==> config.mk <==
export PLATFORM = sky130hd
export DESIGN_NAME = ps2_host_tx_flat
export DESIGN_NICKNAME = d
export VERILOG_FILES = /design/src/rtl/ps2_tx_pkg.sv /design/src/rtl/ps2_host_tx_if.sv /design/src/rtl/ps2_line_sync.sv /design/src/rtl/ps2_host_tx.sv /design/src/flat_wrapper.sv
export SDC_FILE = /design/constraint.sdc
export NUM_CORES = 1
export LEC_CHECK = 0
export BUFFER_PORTS_ARGS = -buffer_cell sky130_fd_sc_hd__clkbuf_2
export CAP_MARGIN = 20
export CELL_PAD_IN_SITES_DETAIL_PLACEMENT = 0
export CELL_PAD_IN_SITES_GLOBAL_PLACEMENT = 1
export CORE_ASPECT_RATIO = 0.7
export CORE_MARGIN = 2
export CORE_UTILIZATION = 34
export DETAILED_ROUTE_END_ITERATION = 7
export PLACE_DENSITY = 0.64
export SETUP_SLACK_MARGIN = 0.02
export SYNTH_ARGS = -nofsm -noshare
export SYNTH_HDL_FRONTEND = slang
export SYNTH_SLANG_ARGS = --single-unit
==> constraint.sdc <==
create_clock -name clk_i -period 4.4 [get_ports clk_i]
set_input_delay 0.88 -clock clk_i [delete_from_list [all_inputs] [get_ports clk_i]]
set_output_delay 0.88 -clock clk_i [all_outputs]
set_load 0.05 [all_outputs]
==> src/rtl/ps2_tx_pkg.sv <==
// Shared types and constants for the PS/2 host-to-device transmitter.
// Holds the FSM state encoding, frame edge count and default timing parameters.
package ps2_tx_pkg;

    typedef enum logic [2:0] {
        IDLE,
        INHIBIT,
        REQ,
        XFER,
        ACK,
        WAIT_REL
    } ps2_state_e;

    // Falling edges per host-to-device frame: 10 shifted bits plus the ack slot
    localparam int FRAME_EDGES     = 11;
    localparam int DEF_INHIBIT_CYC = 5000;
    localparam int DEF_TIMEOUT_CYC = 1000000;

endpackage

==> src/rtl/ps2_host_tx_if.sv <==
// Command-side bundle of the PS/2 host transmitter, with the FSM state exposed for observation.
// Handshake: a byte transfers on a rising clk_i edge where tx_valid_i && tx_ready_o; done_o,
// ack_err_o and tmo_err_o are single-cycle pulses that need no acknowledgement.
interface ps2_host_tx_if;
    import ps2_tx_pkg::*;

    logic       tx_valid_i;
    logic [7:0] tx_data_i;
    logic       tx_ready_o;
    logic       done_o;
    logic       ack_err_o;
    logic       tmo_err_o;
    ps2_state_e dbg_state;

    modport slave (
        input  tx_valid_i, tx_data_i,
        output tx_ready_o, done_o, ack_err_o, tmo_err_o, dbg_state
    );

    modport master (
        output tx_valid_i, tx_data_i,
        input  tx_ready_o, done_o, ack_err_o, tmo_err_o, dbg_state
    );

endinterface

==> src/rtl/ps2_line_sync.sv <==
// Two-flop synchronizer for one raw PS/2 line, with a registered falling-edge flag.
// The line idles high, so every stage resets to 1 and no spurious edge appears after reset.
module ps2_line_sync (
    input  logic clk_i,
    input  logic rst_i,
    input  logic line_i,
    output logic sync_o,
    output logic fe_o
);

    logic meta_q, meta_d;
    logic sync_q, sync_d;
    logic prev_q, prev_d;
    logic fe_q, fe_d;

    always_comb begin
        meta_d = line_i;
        sync_d = meta_q;
        prev_d = sync_q;
        fe_d   = prev_q & ~sync_q;
    end

    always_ff @(posedge clk_i or posedge rst_i) begin
        if (rst_i) begin
            meta_q <= 1'b1;
            sync_q <= 1'b1;
            prev_q <= 1'b1;
            fe_q   <= 1'b0;
        end else begin
            meta_q <= meta_d;
            sync_q <= sync_d;
            prev_q <= prev_d;
            fe_q   <= fe_d;
        end
    end

    assign sync_o = sync_q;
    assign fe_o   = fe_q;

endmodule

==> src/rtl/ps2_host_tx.sv <==
// PS/2 host-to-device command transmitter: inhibit, request-to-send, shift out
// data/parity/stop on device clock edges, check the ack, and guard the frame with a watchdog.
module ps2_host_tx
    import ps2_tx_pkg::*;
#(
    parameter int INHIBIT_CYC = DEF_INHIBIT_CYC,
    parameter int TIMEOUT_CYC = DEF_TIMEOUT_CYC
) (
    input  logic         clk_i,
    input  logic         rst_i,
    ps2_host_tx_if.slave tx,
    input  logic         ps2_clk_i,
    input  logic         ps2_dat_i,
    output logic         ps2_clk_oe_o,
    output logic         ps2_dat_oe_o
);

    if (INHIBIT_CYC < 2 || TIMEOUT_CYC <= INHIBIT_CYC) begin : g_bad_params
        $error("ps2_host_tx: need INHIBIT_CYC >= 2 and TIMEOUT_CYC > INHIBIT_CYC");
    end

    localparam int IW = $clog2(INHIBIT_CYC + 1);
    localparam int TW = $clog2(TIMEOUT_CYC + 1);
    localparam logic [IW-1:0] INH_LAST   = IW'(INHIBIT_CYC - 1);
    localparam logic [IW-1:0] INH_MAX    = IW'(INHIBIT_CYC);
    localparam logic [TW-1:0] TMO_LAST   = TW'(TIMEOUT_CYC - 1);
    localparam logic [TW-1:0] TMO_MAX    = TW'(TIMEOUT_CYC);
    localparam logic [3:0]    LAST_SHIFT = 4'(FRAME_EDGES - 2);

    ps2_state_e    state_q, state_d;
    logic [IW-1:0] inh_cnt_q, inh_cnt_d;
    logic [TW-1:0] wd_cnt_q, wd_cnt_d;
    logic [9:0]    shift_q, shift_d;
    logic [3:0]    bit_cnt_q, bit_cnt_d;
    logic          nack_q, nack_d;
    logic          ready_q, ready_d;
    logic          done_q, done_d;
    logic          ack_err_q, ack_err_d;
    logic          tmo_q, tmo_d;
    logic          clk_oe_q, clk_oe_d;
    logic          dat_oe_q, dat_oe_d;
    logic          wd_active;

    logic clk_s, clk_fe, dat_s, dat_fe_unused;

    ps2_line_sync u_clk_sync (
        .clk_i  (clk_i),
        .rst_i  (rst_i),
        .line_i (ps2_clk_i),
        .sync_o (clk_s),
        .fe_o   (clk_fe)
    );

    ps2_line_sync u_dat_sync (
        .clk_i  (clk_i),
        .rst_i  (rst_i),
        .line_i (ps2_dat_i),
        .sync_o (dat_s),
        .fe_o   (dat_fe_unused)
    );

    always_comb begin
        state_d   = state_q;
        inh_cnt_d = inh_cnt_q;
        wd_cnt_d  = wd_cnt_q;
        shift_d   = shift_q;
        bit_cnt_d = bit_cnt_q;
        nack_d    = nack_q;
        dat_oe_d  = dat_oe_q;
        done_d    = 1'b0;
        ack_err_d = 1'b0;
        tmo_d     = 1'b0;
        wd_active = 1'b0;

        case (state_q)
            IDLE: begin
                dat_oe_d  = 1'b0;
                inh_cnt_d = '0;
                wd_cnt_d  = '0;
                if (tx.tx_valid_i && ready_q) begin
                    shift_d = {1'b1, ~^tx.tx_data_i, tx.tx_data_i};
                    nack_d  = 1'b0;
                    state_d = INHIBIT;
                end
            end
            INHIBIT: begin
                wd_cnt_d  = '0;
                inh_cnt_d = (inh_cnt_q == INH_MAX) ? inh_cnt_q : inh_cnt_q + 1'b1;
                if (inh_cnt_q == INH_LAST) begin
                    dat_oe_d = 1'b1;
                    state_d  = REQ;
                end
            end
            REQ: begin
                wd_active = 1'b1;
                bit_cnt_d = '0;
                state_d   = XFER;
            end
            XFER: begin
                wd_active = 1'b1;
                // Line is driven low for a 0 bit, hence the inversion
                if (clk_fe) begin
                    dat_oe_d  = ~shift_q[0];
                    shift_d   = shift_q >> 1;
                    bit_cnt_d = bit_cnt_q + 4'd1;
                    if (bit_cnt_q == LAST_SHIFT) state_d = ACK;
                end
            end
            ACK: begin
                wd_active = 1'b1;
                if (clk_fe) begin
                    nack_d  = dat_s;
                    state_d = WAIT_REL;
                end
            end
            WAIT_REL: begin
                wd_active = 1'b1;
                if (clk_s && dat_s) begin
                    done_d    = 1'b1;
                    ack_err_d = nack_q;
                    state_d   = IDLE;
                end
            end
            default: state_d = IDLE;
        endcase

        // Watchdog overrides any normal completion in the same cycle
        if (wd_active) begin
            wd_cnt_d = (wd_cnt_q == TMO_MAX) ? wd_cnt_q : wd_cnt_q + 1'b1;
            if (wd_cnt_q == TMO_LAST) begin
                state_d   = IDLE;
                dat_oe_d  = 1'b0;
                done_d    = 1'b0;
                ack_err_d = 1'b0;
                tmo_d     = 1'b1;
            end
        end

        ready_d  = (state_d == IDLE);
        clk_oe_d = (state_d == INHIBIT);
    end

    always_ff @(posedge clk_i or posedge rst_i) begin
        if (rst_i) begin
            state_q   <= IDLE;
            inh_cnt_q <= '0;
            wd_cnt_q  <= '0;
            shift_q   <= '0;
            bit_cnt_q <= '0;
            nack_q    <= 1'b0;
            ready_q   <= 1'b0;
            done_q    <= 1'b0;
            ack_err_q <= 1'b0;
            tmo_q     <= 1'b0;
            clk_oe_q  <= 1'b0;
            dat_oe_q  <= 1'b0;
        end else begin
            state_q   <= state_d;
            inh_cnt_q <= inh_cnt_d;
            wd_cnt_q  <= wd_cnt_d;
            shift_q   <= shift_d;
            bit_cnt_q <= bit_cnt_d;
            nack_q    <= nack_d;
            ready_q   <= ready_d;
            done_q    <= done_d;
            ack_err_q <= ack_err_d;
            tmo_q     <= tmo_d;
            clk_oe_q  <= clk_oe_d;
            dat_oe_q  <= dat_oe_d;
        end
    end

    assign tx.tx_ready_o = ready_q;
    assign tx.done_o     = done_q;
    assign tx.ack_err_o  = ack_err_q;
    assign tx.tmo_err_o  = tmo_q;
    assign tx.dbg_state  = state_q;
    assign ps2_clk_oe_o  = clk_oe_q;
    assign ps2_dat_oe_o  = dat_oe_q;

endmodule

==> src/flat_wrapper.sv <==
// flat-port wrapper written by rule: the top's interface ports become plain ports
module ps2_host_tx_flat import ps2_tx_pkg::*;
#(
    parameter int INHIBIT_CYC = DEF_INHIBIT_CYC,
    parameter int TIMEOUT_CYC = DEF_TIMEOUT_CYC
)
  (clk_i, rst_i, ps2_clk_i, ps2_dat_i, ps2_clk_oe_o, ps2_dat_oe_o, tx_tx_valid_i, tx_tx_data_i, tx_tx_ready_o, tx_done_o, tx_ack_err_o, tx_tmo_err_o, tx_dbg_state);
  ps2_host_tx_if tx_i ();
  input  logic clk_i;
  input  logic rst_i;
  input  logic ps2_clk_i;
  input  logic ps2_dat_i;
  output logic ps2_clk_oe_o;
  output logic ps2_dat_oe_o;
  input wire logic [$bits(tx_i.tx_valid_i)-1:0] tx_tx_valid_i;
  input wire logic [$bits(tx_i.tx_data_i)-1:0] tx_tx_data_i;
  output wire logic [$bits(tx_i.tx_ready_o)-1:0] tx_tx_ready_o;
  output wire logic [$bits(tx_i.done_o)-1:0] tx_done_o;
  output wire logic [$bits(tx_i.ack_err_o)-1:0] tx_ack_err_o;
  output wire logic [$bits(tx_i.tmo_err_o)-1:0] tx_tmo_err_o;
  output wire logic [$bits(tx_i.dbg_state)-1:0] tx_dbg_state;
  assign tx_i.tx_valid_i = tx_tx_valid_i;
  assign tx_i.tx_data_i = tx_tx_data_i;
  assign tx_tx_ready_o = tx_i.tx_ready_o;
  assign tx_done_o = tx_i.done_o;
  assign tx_ack_err_o = tx_i.ack_err_o;
  assign tx_tmo_err_o = tx_i.tmo_err_o;
  assign tx_dbg_state = tx_i.dbg_state;
  ps2_host_tx #(.INHIBIT_CYC(INHIBIT_CYC), .TIMEOUT_CYC(TIMEOUT_CYC)) u_core (.clk_i(clk_i), .rst_i(rst_i), .tx(tx_i), .ps2_clk_i(ps2_clk_i), .ps2_dat_i(ps2_dat_i), .ps2_clk_oe_o(ps2_clk_oe_o), .ps2_dat_oe_o(ps2_dat_oe_o));
endmodule
# Yosys cells after proc, flatten, opt, wreduce, memory -nomap -nowiden
# Index checks and enable logic that the tools add are counted.
# word_totals
register_bits,63
inputBits,13
out_inout_bits,9
elab_cells,95
# classes
n_bitwise,3
n_eq_ne,16
add_sub_neg,3
reduce_logical,17
mux,38
# op_table
cell,n
20-bit 2-to-1 mux,3
20-bit == test (second input constant),2
13-bit == test (second input constant),2
13-bit one-hot mux with 2 select lines,1
3-bit 2-to-1 mux,8
20-bit by 1-bit adder with 20-bit output (second input constant),1
10-bit 2-to-1 mux,2
10-bit one-hot mux with 2 select lines,1
3-bit one-hot mux with 6 select lines,1
1-bit 2-to-1 mux,17
13-bit by 1-bit adder with 13-bit output (second input constant),1
13-bit 2-to-1 mux,1
2-bit nonzero test,5
2-bit != test (second input constant),4
4-bit one-hot mux with 2 select lines,1
8-bit XNOR reduction,1
3-bit by 1-bit == test with 1-bit output (second input constant),2
3-bit by 2-bit == test with 1-bit output (second input constant),2
3-bit == test (second input constant),2
3-bit logical NOT,2
2-bit AND reduction,3
3-bit AND reduction,2
4-bit by 1-bit adder with 4-bit output (second input constant),1
4-bit == test (second input constant),1
9 further kinds,11

# Logic depth before layout (Yosys ltp)
# Gate-level depths: netlist of run 1.
# logic_depth
word_depth,7
depth_mapped,7
mapped_depth_nobuf,7

# Modules after synthesis
# From an unflattened synthesis of run 1, not the netlist that was laid out.
# unflattened
hier_cells,326
area_unflattened_um2,3249.4
# by_module_without_submodules
mod,seq_area_each_um2,n_inst,area_each_um2,cells_per_inst
ps2_host_tx,1426.4,1,3006.6,314
ps2_line_sync,103.8,2,121.4,6

# Least setup slack after synthesis of run 1
# OpenSTA, ideal clock, no wires.
# synth_timing
path_type,register to register
startpoint,"register u_core.state_q[0], in the netlist u_core.tx.dbg_state[0]"
endpoint,register u_core.inh_cnt_q[0]
n_path_buf,2
setup_ns,0.125
period_less_slack_ns,2.121
slack_ns,2.279
arrival_ns,1.997
required_time_ns,4.275
path_stages_with_launch,7
cell_sequence,dfrtp_1 -> buf_2 -> or3b_2 -> buf_2 -> a21oi_1 -> nor2_1 -> mux2_2
# synth_between
elab_chain_len,3
word_cells_on_any_way,6
classes_between,2 x eq/ne; 1 x mux; 3 x reduce/logical
# synth_lines
element,line,rtl
from (decl),ps2_host_tx.sv:30,"ps2_state_e state_q, state_d;"
from (signal assigned),ps2_host_tx.sv:158,state_q <= state_d;
3-bit by 1-bit == test with 1-bit output or 3-bit logical NOT (tied branches),ps2_host_tx.sv:75,case (state_q)
2-bit != test (no line) or 2-bit nonzero test (tied branches),n/a,
2-bit AND reduction (no line),n/a,
to (signal assigned),ps2_host_tx.sv:159,inh_cnt_q <= inh_cnt_d;
to (decl),ps2_host_tx.sv:31,"logic [IW-1:0] inh_cnt_q, inh_cnt_d;"
# Several ways; a longest one is shown, not always the timed one.
# A chain may end at the register's enable or synchronous reset.

# Worst setup path after layout of run 1
# layout_timing
startpoint,"register u_core.state_q[2], in the netlist u_core.tx.dbg_state[2]"
endpoint,output tx_dbg_state[2]
# layout_rtl
element,line,rtl
to (decl),flat_wrapper.sv:21,output wire logic [$bits(tx_i.dbg_state)-1:0] tx_dbg_state;
# No word-level cell between the ends.

==> run_summary.xml, run 1 <==
<?xml version="1.0" encoding="UTF-8"?>
<metrics>
  <group name="run_status">
    <metric name="run_status" unit="">complete, no violations</metric>
  </group>
  <group name="sta">
    <metric name="fmax" unit="MHz">374.2</metric>
    <metric name="worst_slew_margin_rel" unit="%">31.40</metric>
    <metric name="period_needed" unit="ns">2.672</metric>
    <metric name="clock_skew" unit="ns">0.006707</metric>
    <metric name="hold_violations" unit="">0</metric>
    <metric name="rsz_0062_raised_after_global_routing" unit="">no</metric>
    <metric name="fin_setup_tns" unit="ns">0</metric>
    <metric name="finalSetupViolations" unit="">0</metric>
    <metric name="period_share" unit="%">60.74</metric>
    <metric name="timing_worst_slew_pin_value" unit="ns">1.029</metric>
    <metric name="slew_viol_final" unit="">0</metric>
  </group>
  <group name="floorplanning">
    <metric name="die_h" unit="µm">87.94</metric>
    <metric name="std_cell_core_area" unit="µm²">9759</metric>
    <metric name="rows" unit="">30</metric>
    <metric name="initial_utilization" unit="%">35.06</metric>
    <metric name="die-width" unit="µm">123.9</metric>
    <metric name="io_pins" unit="">22</metric>
    <metric name="die-area" unit="µm²">10900</metric>
  </group>
  <group name="placed_design">
    <metric name="dp.cells" unit="">505</metric>
    <metric name="gp_routability_congestion" unit="">0.7603</metric>
    <metric name="dp_hpwl" unit="mm">5.274</metric>
    <metric name="placement.io_buffers" unit="">21</metric>
  </group>
  <group name="setup_path">
    <metric name="critical_path.reg2reg.endpoint" unit="">u_core.wd_cnt_q[0]</metric>
    <metric name="worst_path_largest_cell_delay" unit="ns">1.02</metric>
    <metric name="timing.critical_path.cells" unit="">clkbuf_2</metric>
    <metric name="endpoint_kind" unit="">output port</metric>
    <metric name="worstPathMaxFanout" unit="">33</metric>
    <metric name="r2r-start" unit="">u_core.tx.dbg_state[2]</metric>
    <metric name="timing.critical_path.required" unit="ns">3.52</metric>
    <metric name="critical_path.n_buffers_inverters" unit="">1</metric>
    <metric name="r2r.worst_path.cells" unit="">5</metric>
    <metric name="cp_slowest_cell" unit="">sky130_fd_sc_hd__dfrtp_1</metric>
    <metric name="timing.critical_path.max_delay_family" unit="">flip-flops</metric>
    <metric name="arrival" unit="ns">1.79</metric>
    <metric name="worstSetupStartpointType" unit="">register</metric>
    <metric name="critPathKind" unit="">reg -&gt; out</metric>
    <metric name="r2r_setup_slack" unit="ns">1.94</metric>
  </group>
  <group name="power">
    <metric name="p_sw" unit="W">0.0002962</metric>
    <metric name="power.switching_fraction" unit="%">21.88</metric>
    <metric name="power.density" unit="nW/µm²">342.8</metric>
    <metric name="internal-power" unit="W">0.001057</metric>
    <metric name="p_leak" unit="nW">1.737</metric>
    <metric name="vdd_drop_max" unit="V">0.0001537</metric>
    <metric name="power_frac_seq" unit="%">43.4</metric>
    <metric name="power.share.combinational" unit="%">2.9</metric>
    <metric name="share_clk_of_total_power" unit="%">53.7</metric>
  </group>
  <group name="grt">
    <metric name="grt_first_pass_wirelength" unit="mm">13.13</metric>
    <metric name="grt_max_degree" unit="">49</metric>
    <metric name="vias_in_the_first_global_route" unit="">2552</metric>
    <metric name="grt_usage" unit="%">15.83</metric>
    <metric name="antenna_found_initial" unit="">0</metric>
    <metric name="overflow" unit="">0</metric>
  </group>
  <group name="finish">
    <metric name="final_common_cell" unit="">sky130_fd_sc_hd__dfrtp_1</metric>
    <metric name="synthToLayoutAreaGrowth" unit="%">15.36</metric>
    <metric name="n_fill_cell" unit="">976</metric>
    <metric name="final_util" unit="%">40.45</metric>
    <metric name="nNetsFinal" unit="">408</metric>
    <metric name="mostFrequentLayoutCells" unit="">58 x sky130_fd_sc_hd__dfrtp_1, 49 x sky130_fd_sc_hd__nor2_1, 30 x sky130_fd_sc_hd__nand2_1</metric>
    <metric name="fin_cells" unit="">522</metric>
    <metric name="post_route_cells_drive_above_1_share" unit="%">14.97</metric>
    <metric name="n_antenna_cell" unit="">0</metric>
  </group>
  <group name="synthesis">
    <metric name="yosysSeqAreaShare" unit="%">46.25</metric>
    <metric name="yosysWarningCount" unit="">0</metric>
    <metric name="syn-instance-count" unit="">374</metric>
    <metric name="post_synth_instance_area" unit="µm²">3422</metric>
    <metric name="ys_ff_latch" unit="">63</metric>
    <metric name="postSynth.asyncResetShare" unit="%">100.0</metric>
    <metric name="synthDistinctLibCells" unit="">53</metric>
    <metric name="dominantRegCellSynth" unit="">sky130_fd_sc_hd__dfrtp_1</metric>
    <metric name="synth.avg_cell_area" unit="µm²">9.150</metric>
    <metric name="synth_enable_flop_cells" unit="">0</metric>
    <metric name="synth.net_count" unit="">393</metric>
  </group>
  <group name="cts">
    <metric name="ctsLongestPathBuffers" unit="">2</metric>
    <metric name="clock-sinks" unit="">63</metric>
    <metric name="cts_inserted_buffers" unit="">9</metric>
    <metric name="htreeDepth" unit="">3</metric>
    <metric name="post_cts_buffers" unit="">0</metric>
    <metric name="postCtsResizedCells" unit="">0</metric>
    <metric name="clk_pin_slew_worst_paths" unit="ns">0.06</metric>
    <metric name="worstSkewPairLatency" unit="ns">0.34</metric>
    <metric name="cts_hold_buffers" unit="">0</metric>
    <metric name="cts_root_buf" unit="">sky130_fd_sc_hd__clkbuf_16</metric>
    <metric name="cts_tree" unit="">built</metric>
  </group>
  <group name="route">
    <metric name="drt_wl_total" unit="mm">7.783</metric>
    <metric name="route.detailed.vias_per_inst" unit="">5.320</metric>
    <metric name="route.detailed.wl_per_inst" unit="µm">14.91</metric>
    <metric name="drtIter0Drc" unit="">148</metric>
    <metric name="num_vias" unit="">2777</metric>
    <metric name="postRouteAntennaNets" unit="">0</metric>
    <metric name="detail_route.first_pass.iterations" unit="">4</metric>
    <metric name="number_of_design_rule_violations_left_after_detail_routing" unit="">0</metric>
  </group>
  <group name="job">
    <metric name="drv_cap" unit="">0</metric>
  </group>
  <group name="min_path">
    <metric name="hp-class" unit="">reg -&gt; reg</metric>
    <metric name="min_delay_path_depth" unit="">0</metric>
    <metric name="hp-start" unit="">u_core.u_clk_sync.meta_q</metric>
    <metric name="hold_path_end" unit="">u_core.u_clk_sync.sync_o</metric>
  </group>
</metrics>
==> per-stage QoR <==
step / hold slack, ns / setup slack [ns] / area [µm²] / total power (W)
after floorplan: 0.3452 / 1.959 / 3422 / 0.0006210
after global placement: 0.3469 / 2.080 / 3621 / 0.0006357
after detailed placement: 0.3478 / 1.946 / 3621 / 0.0006358
after CTS: 0.3564 / 1.718 / 3928 / 0.001372
after global routing: 0.3625 / 1.629 / 3948 / 0.001405
final: 0.3550 / 1.728 / 3948 / 0.001353
==> cell families (layout without fill, tap and decap cells) <==
logic type	count (synthesis)	after routing	synth area share, %
AND/OR/NAND/NOR	163	163	24.61
AO/OA/AOI/OAI	77	77	14.15
flip-flops	63	63	46.25
buffers and inverters	33	53	4.022
XOR/XNOR	17	17	4.351
multiplexers	13	13	3.839
adder cells (fa/ha/maj)	8	8	2.779
==> final cells by class <==
cell class | count | area [µm²] | share of cell area (%)
clock buffer | 10 | 239.0 | 6.054
clock inverter | 6 | 67.56 | 1.712
multi-input combinational | 278 | 1702 | 43.11
tap | 128 | 160.2 | 4.057
timing repair buffer | 26 | 155.1 | 3.930
inverter | 11 | 41.29 | 1.046
sequential | 63 | 1583 | 40.10
==> worst max-delay path by stage <==
stage	from	to	slack [ns]	cells past startpoint
3_5_place_dp	u_core.tx.dbg_state[2]	u_core.wd_cnt_q[0]	1.95	5
2_1_floorplan	rst_i	u_core.bit_cnt_q[0]	1.96	1
3_3_place_gp	u_core.tx.dbg_state[2]	u_core.wd_cnt_q[0]	2.08	5
4_1_cts	u_core.tx.dbg_state[2]	tx_dbg_state[2]	1.72	1
6_report	u_core.tx.dbg_state[2]	tx_dbg_state[2]	1.73	1
5_1_grt	u_core.tx.dbg_state[2]	tx_dbg_state[2]	1.63	1
==> cell usage after synthesis, types with 3 or more instances <==
cell type,instances,area [µm²]
sky130_fd_sc_hd__a211oi_1,3,22.52
sky130_fd_sc_hd__a21boi_0,3,22.52
sky130_fd_sc_hd__a21oi_1,27,135.1
sky130_fd_sc_hd__a31oi_1,7,43.79
sky130_fd_sc_hd__a41oi_1,3,26.28
sky130_fd_sc_hd__and3_1,6,37.54
sky130_fd_sc_hd__and4_1,6,52.55
sky130_fd_sc_hd__buf_1,4,15.01
sky130_fd_sc_hd__buf_2,5,25.02
sky130_fd_sc_hd__clkbuf_1,12,45.04
sky130_fd_sc_hd__dfrtp_1,58,1451
sky130_fd_sc_hd__dfstp_2,5,131.4
sky130_fd_sc_hd__ha_1,6,75.07
sky130_fd_sc_hd__inv_1,11,41.29
sky130_fd_sc_hd__mux2i_1,12,120.1
sky130_fd_sc_hd__nand2_1,30,112.6
sky130_fd_sc_hd__nand3_1,19,95.09
sky130_fd_sc_hd__nand4_1,12,75.07
sky130_fd_sc_hd__nor2_1,49,183.9
sky130_fd_sc_hd__nor2b_1,6,37.54
sky130_fd_sc_hd__nor3_1,14,70.07
sky130_fd_sc_hd__nor3_2,3,30.03
sky130_fd_sc_hd__o211ai_1,3,22.52
sky130_fd_sc_hd__o21ai_0,16,80.08
sky130_fd_sc_hd__o31ai_1,3,22.52
sky130_fd_sc_hd__xnor2_1,10,87.58
sky130_fd_sc_hd__xor2_1,7,61.31
==> layer usage <==
metal | vias to the layer above | GRT usage [%] | routed length, µm
li1 | 1380 | - | -
met1 | 1334 | 23.12 | 4083
met2 | 53 | 22.13 | 3246
met3 | 10 | 5.013 | 352
met4 | 0 | 5.209 | 101
met5 | - | 0 | 0
==> registers in the layout (all words and copies together) (netlist names), 3 cells and up <==
name	count
u_core.wd_cnt_q	20
u_core.shift_q	10
u_core.inh_cnt_q	13
u_core.tx.dbg_state	3
u_core.bit_cnt_q	4
==> power by group through the flow <==
stage	Clock [W]	Combinational, W	Sequential (W)
after floorplan	0	0.0000254	0.000596
after global placement	0	0.0000385	0.000597
after detailed placement	0	0.0000387	0.000597
after CTS	0.000747	0.0000389	0.000587
after global routing	0.000773	0.0000450	0.000587
final	0.000727	0.0000394	0.000587
(Power assumes the default switching activity.)
==> inputs of run 2 (changes only) <==
--- a/config.mk
+++ b/config.mk
@@ -13,7 +13,7 @@
 export CORE_MARGIN = 2
 export CORE_UTILIZATION = 34
 export DETAILED_ROUTE_END_ITERATION = 7
-export PLACE_DENSITY = 0.64
+export PLACE_DENSITY = 0.66
 export SETUP_SLACK_MARGIN = 0.02
 export SYNTH_ARGS = -nofsm -noshare
 export SYNTH_HDL_FRONTEND = slang
==> constraint.sdc (replaced) <==
create_clock -name clk_i -period 2.1 [get_ports clk_i]
set_input_delay 0.42 -clock clk_i [delete_from_list [all_inputs] [get_ports clk_i]]
set_output_delay 0.42 -clock clk_i [all_outputs]
set_load 0.05 [all_outputs]
==> run 2 against run 1 <==
Against the previous run: sequential power rose by 110%; worst setup slack got worse by 1.5 ns; critical path depth rose by 6; critical endpoint is now u_core.tx.dbg_state[0]; largest cell class unchanged.
==> run_summary.xml, run 2 (synthesis results as in run 1) <==
<?xml version="1.0" encoding="UTF-8"?>
<metrics>
  <group name="grt">
    <metric name="overflow" unit="">0</metric>
    <metric name="grt_max_degree" unit="">64</metric>
    <metric name="vias_in_the_first_global_route" unit="">2620</metric>
    <metric name="grt_usage" unit="%">16.17</metric>
    <metric name="grt_first_pass_wirelength" unit="mm">13.41</metric>
    <metric name="antenna_found_initial" unit="">0</metric>
  </group>
  <group name="finish">
    <metric name="n_antenna_cell" unit="">0</metric>
    <metric name="largest_register" unit="">u_core.wd_cnt_q</metric>
    <metric name="post_route_cells_drive_above_1_share" unit="%">17.53</metric>
    <metric name="synthToLayoutAreaGrowth" unit="%">18.57</metric>
    <metric name="largest_registers" unit="">u_core.wd_cnt_q (20), u_core.inh_cnt_q (13), u_core.shift_q (10)</metric>
    <metric name="fin_area" unit="µm²">4058</metric>
    <metric name="nNetsFinal" unit="">419</metric>
    <metric name="final_util" unit="%">41.58</metric>
    <metric name="mostFrequentLayoutCells" unit="">57 x sky130_fd_sc_hd__dfrtp_1, 49 x sky130_fd_sc_hd__nor2_1, 30 x sky130_fd_sc_hd__nand2_1</metric>
    <metric name="final_common_cell" unit="">sky130_fd_sc_hd__dfrtp_1</metric>
    <metric name="largest_register_ffs" unit="">20</metric>
  </group>
  <group name="placed_design">
    <metric name="placement.io_buffers" unit="">21</metric>
    <metric name="dpl_cell_area" unit="µm²">3725</metric>
    <metric name="dp_hpwl" unit="mm">5.403</metric>
    <metric name="gp_routability_congestion" unit="">0.7795</metric>
  </group>
  <group name="cts">
    <metric name="cts_inserted_buffers" unit="">9</metric>
    <metric name="post_cts_buffers" unit="">0</metric>
    <metric name="postCtsResizedCells" unit="">0</metric>
    <metric name="ctsLongestPathBuffers" unit="">2</metric>
    <metric name="worstSkewPairLatency" unit="ns">0.34</metric>
    <metric name="cts_root_buf" unit="">sky130_fd_sc_hd__clkbuf_16</metric>
    <metric name="htreeDepth" unit="">3</metric>
    <metric name="clk_pin_slew_worst_paths" unit="ns">0.06</metric>
    <metric name="cts_hold_buffers" unit="">0</metric>
    <metric name="cts_tree" unit="">built</metric>
    <metric name="clock-sinks" unit="">63</metric>
  </group>
  <group name="floorplanning">
    <metric name="std_cell_core_area" unit="µm²">9759</metric>
    <metric name="initial_utilization" unit="%">35.06</metric>
    <metric name="rows" unit="">30</metric>
    <metric name="die_h" unit="µm">87.94</metric>
    <metric name="die-width" unit="µm">123.9</metric>
    <metric name="die-area" unit="µm²">10900</metric>
    <metric name="io_pins" unit="">22</metric>
  </group>
  <group name="run_status">
    <metric name="run_status" unit="">complete, no violations</metric>
  </group>
  <group name="route">
    <metric name="drtIter0Drc" unit="">230</metric>
    <metric name="number_of_design_rule_violations_left_after_detail_routing" unit="">0</metric>
    <metric name="postRouteAntennaNets" unit="">0</metric>
    <metric name="route.detailed.wl_per_inst" unit="µm">14.83</metric>
    <metric name="detail_route.first_pass.iterations" unit="">4</metric>
    <metric name="route.detailed.vias_per_inst" unit="">5.265</metric>
    <metric name="drt_wl_total" unit="mm">7.905</metric>
    <metric name="num_vias" unit="">2806</metric>
  </group>
  <group name="sta">
    <metric name="period_needed" unit="ns">1.915</metric>
    <metric name="period_share" unit="%">91.19</metric>
    <metric name="slew_viol_final" unit="">0</metric>
    <metric name="timing_worst_slew_pin_value" unit="ns">0.4917</metric>
    <metric name="worst_slew_margin_rel" unit="%">67.14</metric>
    <metric name="fmax" unit="MHz">522.2</metric>
    <metric name="clock_skew" unit="ns">0.007698</metric>
    <metric name="hold_violations" unit="">0</metric>
    <metric name="rsz_0062_raised_after_global_routing" unit="">no</metric>
    <metric name="finalSetupViolations" unit="">0</metric>
  </group>
  <group name="setup_path">
    <metric name="arrival" unit="ns">2.13</metric>
    <metric name="r2r.worst_path.cells" unit="">7</metric>
    <metric name="r2r_setup_slack" unit="ns">0.18</metric>
    <metric name="timing.critical_path.cells" unit="">ha_1, and4_1, nand2_1, nor3_2, buf_4, nor3_1, or3_1</metric>
    <metric name="cp_slowest_cell" unit="">sky130_fd_sc_hd__dfrtp_1</metric>
    <metric name="worst_path_largest_cell_delay" unit="ns">0.42</metric>
    <metric name="critical_path.reg2reg.endpoint" unit="">u_core.tx.dbg_state[0]</metric>
    <metric name="timing.critical_path.required" unit="ns">2.31</metric>
    <metric name="critPathKind" unit="">reg -&gt; reg</metric>
    <metric name="endpoint_kind" unit="">register</metric>
    <metric name="r2r-start" unit="">u_core.wd_cnt_q[1]</metric>
    <metric name="worstSetupStartpointType" unit="">register</metric>
    <metric name="worstPathMaxFanout" unit="">6</metric>
  </group>
  <group name="min_path">
    <metric name="hp-class" unit="">in -&gt; async</metric>
  </group>
  <group name="job">
    <metric name="drv_cap" unit="">0</metric>
  </group>
  <group name="power">
    <metric name="vdd_drop_max" unit="V">0.0003802</metric>
    <metric name="p_leak" unit="nW">1.808</metric>
    <metric name="power.density" unit="nW/µm²">730.1</metric>
  </group>
</metrics>
[run 2: changes by cell type in the layout (fill, tap and decap cells not counted)]
cell and delta:
sky130_fd_sc_hd__bufinv_16 +1, sky130_fd_sc_hd__dfrtp_2 +1, sky130_fd_sc_hd__inv_6 -2, sky130_fd_sc_hd__dfrtp_1 -1, sky130_fd_sc_hd__clkinv_4 +3, sky130_fd_sc_hd__clkinvlp_4 -1
sky130_fd_sc_hd__buf_4 +11, sky130_fd_sc_hd__clkinv_2 -1
[run 2: critical path: cells and delay by family, from the launching register on]
family / cells / cell delay [ns]
buffers and inverters: 1 / 0.17
and+or+nand+nor: 5 / 0.97
adders and majority gates: 1 / 0.25
DFF: 1 / 0.42
[run 2: layout make-up]
cell class                 instances  area, µm²
fill                             962       5702
multi-input combinational        278       1702
sequential                        63       1584
clock buffer                      10      239.0
timing repair buffer              37      237.7
tap                              128      160.2
clock inverter                     6      93.84
inverter                          11      41.29
[run 2: metrics by stage]
step                      std cells  setup WS [ns]  setup TNS (ns)  power, W  hold slack [ns]
after floorplan                 374       -0.02025        -0.02025  0.001301           0.3452
after global placement          517         0.1918               0  0.001334           0.3461
after detailed placement        517         0.1883               0  0.001334           0.3493
after CTS                       533         0.1830               0  0.003011           0.1364
after global routing            533        0.05521               0  0.003065           0.1453
final                           533         0.1850               0  0.002963           0.1318
[run 2: where the power goes]
group / switching, W / internal, W / total (W) / leakage [nW]
registers: 0.00000608 / 0.00122 / 0.00123 / 0.832
clock network: 0.000575 / 0.00108 / 0.00165 / 0.159
logic: 0.0000464 / 0.0000340 / 0.0000804 / 0.817
[run 2: how the worst max path moves through the flow]
stage	cells after the start	slack [ns]	end	start
floorplan	1	-0.02	u_core.tx.dbg_state[0]	rst_i
global placement	6	0.19	u_core.tx.dbg_state[0]	u_core.wd_cnt_q[10]
detailed placement	5	0.19	u_core.tx.dbg_state[0]	u_core.inh_cnt_q[4]
CTS	5	0.18	u_core.tx.dbg_state[0]	u_core.inh_cnt_q[4]
global route	5	0.06	u_core.tx.dbg_state[0]	u_core.inh_cnt_q[4]
finish	7	0.18	u_core.tx.dbg_state[0]	u_core.wd_cnt_q[1]
[run 2: routing by layer]
metal  track usage [%]  part of all wire, %
met1             24.16                   52
met2             22.33                   42
met3             4.492                  3.9
met4             5.516                  1.2
met5                 0                    0
==> inputs of run 3 (changes only) <==
--- a/config.mk
+++ b/config.mk
@@ -5,7 +5,7 @@
 export SDC_FILE = /design/constraint.sdc
 export NUM_CORES = 1
 export LEC_CHECK = 0
-export BUFFER_PORTS_ARGS = -buffer_cell sky130_fd_sc_hd__clkbuf_2
+export BUFFER_PORTS_ARGS = -buffer_cell sky130_fd_sc_hd__buf_4
 export CAP_MARGIN = 20
 export CELL_PAD_IN_SITES_DETAIL_PLACEMENT = 0
 export CELL_PAD_IN_SITES_GLOBAL_PLACEMENT = 1
@@ -13,8 +13,10 @@
 export CORE_MARGIN = 2
 export CORE_UTILIZATION = 34
 export DETAILED_ROUTE_END_ITERATION = 7
-export PLACE_DENSITY = 0.66
+export GPL_ROUTABILITY_DRIVEN = 1
+export PLACE_DENSITY = 0.65
 export SETUP_SLACK_MARGIN = 0.02
 export SYNTH_ARGS = -nofsm -noshare
 export SYNTH_HDL_FRONTEND = slang
+export SYNTH_HIERARCHICAL = 1
 export SYNTH_SLANG_ARGS = --single-unit
==> run 3 against run 2 <==
Against the previous run: power down 9.8%; area after synthesis decreased by 6.9%; sequential power about the same; worst setup slack worse by 0.069 ns; cell count decreased by 8.3%; count of clock-buffer cells in the layout is 5 higher; critical path type unchanged; critical endpoint is now u_core/tx.dbg_state[2]; largest cell class is now flip-flops and latches.
==> run_summary.xml, run 3 <==
<?xml version="1.0" encoding="UTF-8"?>
<metrics>
  <group name="floorplanning">
    <metric name="die-width" unit="µm">119.7</metric>
    <metric name="io_pins" unit="">22</metric>
    <metric name="die-area" unit="µm²">10170</metric>
    <metric name="rows" unit="">29</metric>
    <metric name="die_h" unit="µm">84.97</metric>
    <metric name="std_cell_core_area" unit="µm²">9071</metric>
    <metric name="initial_utilization" unit="%">35.10</metric>
  </group>
  <group name="sta">
    <metric name="period_needed" unit="ns">1.984</metric>
    <metric name="fmax" unit="MHz">504.0</metric>
    <metric name="clock_skew" unit="ns">0.004404</metric>
    <metric name="timing_worst_slew_pin_value" unit="ns">0.5049</metric>
    <metric name="slew_viol_final" unit="">0</metric>
    <metric name="fin_setup_tns" unit="ns">0</metric>
    <metric name="rsz_0062_raised_after_global_routing" unit="">no</metric>
    <metric name="hold_violations" unit="">0</metric>
    <metric name="period_share" unit="%">94.48</metric>
    <metric name="worst_slew_margin_rel" unit="%">66.29</metric>
    <metric name="finalSetupViolations" unit="">0</metric>
    <metric name="postLayoutSetupSlackWorst" unit="ns">0.1160</metric>
    <metric name="worst_hold_slack" unit="ns">0.2040</metric>
  </group>
  <group name="grt">
    <metric name="grt_max_degree" unit="">24</metric>
    <metric name="vias_in_the_first_global_route" unit="">2377</metric>
    <metric name="grt_first_pass_wirelength" unit="mm">11.86</metric>
    <metric name="overflow" unit="">0</metric>
    <metric name="antenna_found_initial" unit="">0</metric>
    <metric name="grt_usage" unit="%">14.93</metric>
  </group>
  <group name="route">
    <metric name="wl_met1" unit="mm">3.704</metric>
    <metric name="postRouteAntennaNets" unit="">0</metric>
    <metric name="wl_met2" unit="mm">2.693</metric>
    <metric name="number_of_design_rule_violations_left_after_detail_routing" unit="">0</metric>
    <metric name="highest_layer" unit="">met4</metric>
    <metric name="route.detailed.wl_per_inst" unit="µm">14.00</metric>
    <metric name="num_vias" unit="">2400</metric>
    <metric name="drt_wl_total" unit="mm">6.845</metric>
    <metric name="detail_route.first_pass.iterations" unit="">4</metric>
    <metric name="route.detailed.vias_per_inst" unit="">4.908</metric>
    <metric name="drtIter0Drc" unit="">209</metric>
    <metric name="route.met3.wl" unit="µm">348</metric>
  </group>
  <group name="min_path">
    <metric name="hp-start" unit="">ps2_dat_i</metric>
    <metric name="hp-class" unit="">in -&gt; reg</metric>
    <metric name="hold_path_end" unit="">u_core/u_dat_sync/meta_q</metric>
    <metric name="min_delay_path_depth" unit="">1</metric>
  </group>
  <group name="finish">
    <metric name="post_route_cells_drive_above_1_share" unit="%">18.90</metric>
    <metric name="layout.area.seq" unit="µm²">1585</metric>
    <metric name="fin_cells" unit="">489</metric>
    <metric name="nNetsFinal" unit="">381</metric>
    <metric name="synthToLayoutAreaGrowth" unit="%">21.41</metric>
    <metric name="largest_register_ffs" unit="">20</metric>
    <metric name="multiInputGateArea" unit="µm²">1514</metric>
    <metric name="n_fill_cell" unit="">889</metric>
    <metric name="n_antenna_cell" unit="">0</metric>
    <metric name="mostFrequentLayoutCells" unit="">56 x sky130_fd_sc_hd__dfrtp_1, 39 x sky130_fd_sc_hd__nor2_1, 37 x sky130_fd_sc_hd__buf_4</metric>
    <metric name="largest_registers" unit="">u_core/wd_cnt_q (20), u_core/inh_cnt_q (13), u_core/shift_q (10)</metric>
    <metric name="largest_register" unit="">u_core/wd_cnt_q</metric>
    <metric name="final_common_cell" unit="">sky130_fd_sc_hd__dfrtp_1</metric>
  </group>
  <group name="cts">
    <metric name="clock-sinks" unit="">63</metric>
    <metric name="cts_tree" unit="">built</metric>
    <metric name="postCtsResizedCells" unit="">0</metric>
    <metric name="clk_pin_slew_worst_paths" unit="ns">0.05</metric>
    <metric name="ctsLongestPathBuffers" unit="">2</metric>
    <metric name="cts_inserted_buffers" unit="">9</metric>
    <metric name="htreeDepth" unit="">3</metric>
    <metric name="cts_root_buf" unit="">sky130_fd_sc_hd__clkbuf_16</metric>
    <metric name="worstSkewPairLatency" unit="ns">0.32</metric>
  </group>
  <group name="synthesis">
    <metric name="synth.net_count" unit="">344</metric>
    <metric name="synth.avg_cell_area" unit="µm²">9.859</metric>
    <metric name="post_synth_instance_area" unit="µm²">3184</metric>
    <metric name="yosysWarningCount" unit="">6</metric>
    <metric name="syn-instance-count" unit="">323</metric>
  </group>
  <group name="setup_path">
    <metric name="r2r-start" unit="">u_core/wd_cnt_q[11]</metric>
    <metric name="r2r_setup_slack" unit="ns">0.12</metric>
    <metric name="critical_path.reg2reg.endpoint" unit="">u_core/tx.dbg_state[2]</metric>
    <metric name="arrival" unit="ns">2.18</metric>
    <metric name="r2r.worst_path.cells" unit="">5</metric>
    <metric name="endpoint_kind" unit="">register</metric>
    <metric name="timing.critical_path.required" unit="ns">2.30</metric>
    <metric name="critPathKind" unit="">reg -&gt; reg</metric>
    <metric name="worstSetupStartpointType" unit="">register</metric>
    <metric name="startpoint" unit="">u_core/wd_cnt_q[11]</metric>
    <metric name="worstPathMaxFanout" unit="">5</metric>
  </group>
  <group name="placed_design">
    <metric name="preCtsSetupSlack" unit="ns">0.1340</metric>
    <metric name="dp_hpwl" unit="mm">4.971</metric>
    <metric name="placement.io_buffers" unit="">21</metric>
    <metric name="dp.cells" unit="">472</metric>
    <metric name="gp_routability_congestion" unit="">0.7664</metric>
  </group>
  <group name="power">
    <metric name="vdd_drop_max" unit="V">0.0003028</metric>
    <metric name="p_total" unit="W">0.002671</metric>
    <metric name="p_leak" unit="nW">1.758</metric>
    <metric name="power.density" unit="nW/µm²">690.9</metric>
  </group>
  <group name="run_status">
    <metric name="run_status" unit="">complete, no violations</metric>
  </group>
  <group name="job">
    <metric name="drv_cap" unit="">0</metric>
  </group>
</metrics>
==> run 3: layer usage <==
metal  up-vias  track usage (%)
met5         -                0
met4         0            5.561
met3        10            4.167
met2        54            20.16
met1      1129            22.51
li1       1207                -
==> run 3: how the worst max path moves through the flow <==
stage	end	depth (start not counted)
global route	u_core/wd_cnt_q[18]	7
CTS	u_core/tx.ack_err_o	5
finish	u_core/tx.dbg_state[2]	5
floorplan	u_core/wd_cnt_q[17]	10
detailed placement	u_core/tx.ack_err_o	5
global placement	u_core/tx.dbg_state[2]	5
==> run 3: power by group <==
group / internal (W) / leakage, nW / switching [W]
registers: 0.00123 / 0.823 / 0.00000659
clock network: 0.000862 / 0.134 / 0.000488
logic: 0.0000418 / 0.801 / 0.0000477
==> run 3: through the flow <==
stage                     util (%)  instance area [µm²]
final                        42.62                 3866
after global routing         42.62                 3866
after CTS                    42.62                 3866
after detailed placement     39.50                 3583
after global placement       39.50                 3583
after floorplan                  -                 3231
==> run 3: cell type report <==
type	count	area share, %
clock buffers	15	6.926
clock inverters	1	0.1294
inverters	13	1.327
multi-input cells	235	39.16
flip-flops and latches	63	41.00
well taps	124	4.013
repair buffers	38	7.443
==> run 3: what timing repair did <==
item,4_1_cts,5_1_grt
hold buffers,1,0
endpoints found under the hold margin,1,0
buffers inserted,0,0
setup endpoints to repair,0,0
==> run 3: critical path, cell delays in order (launching register included) <==
cell,delay (ns)
sky130_fd_sc_hd__dfrtp_1,0.41
sky130_fd_sc_hd__or4b_1,0.54
sky130_fd_sc_hd__nor4_2,0.35
sky130_fd_sc_hd__and3b_1,0.33
sky130_fd_sc_hd__or2_2,0.17
sky130_fd_sc_hd__a21oi_1,0.05
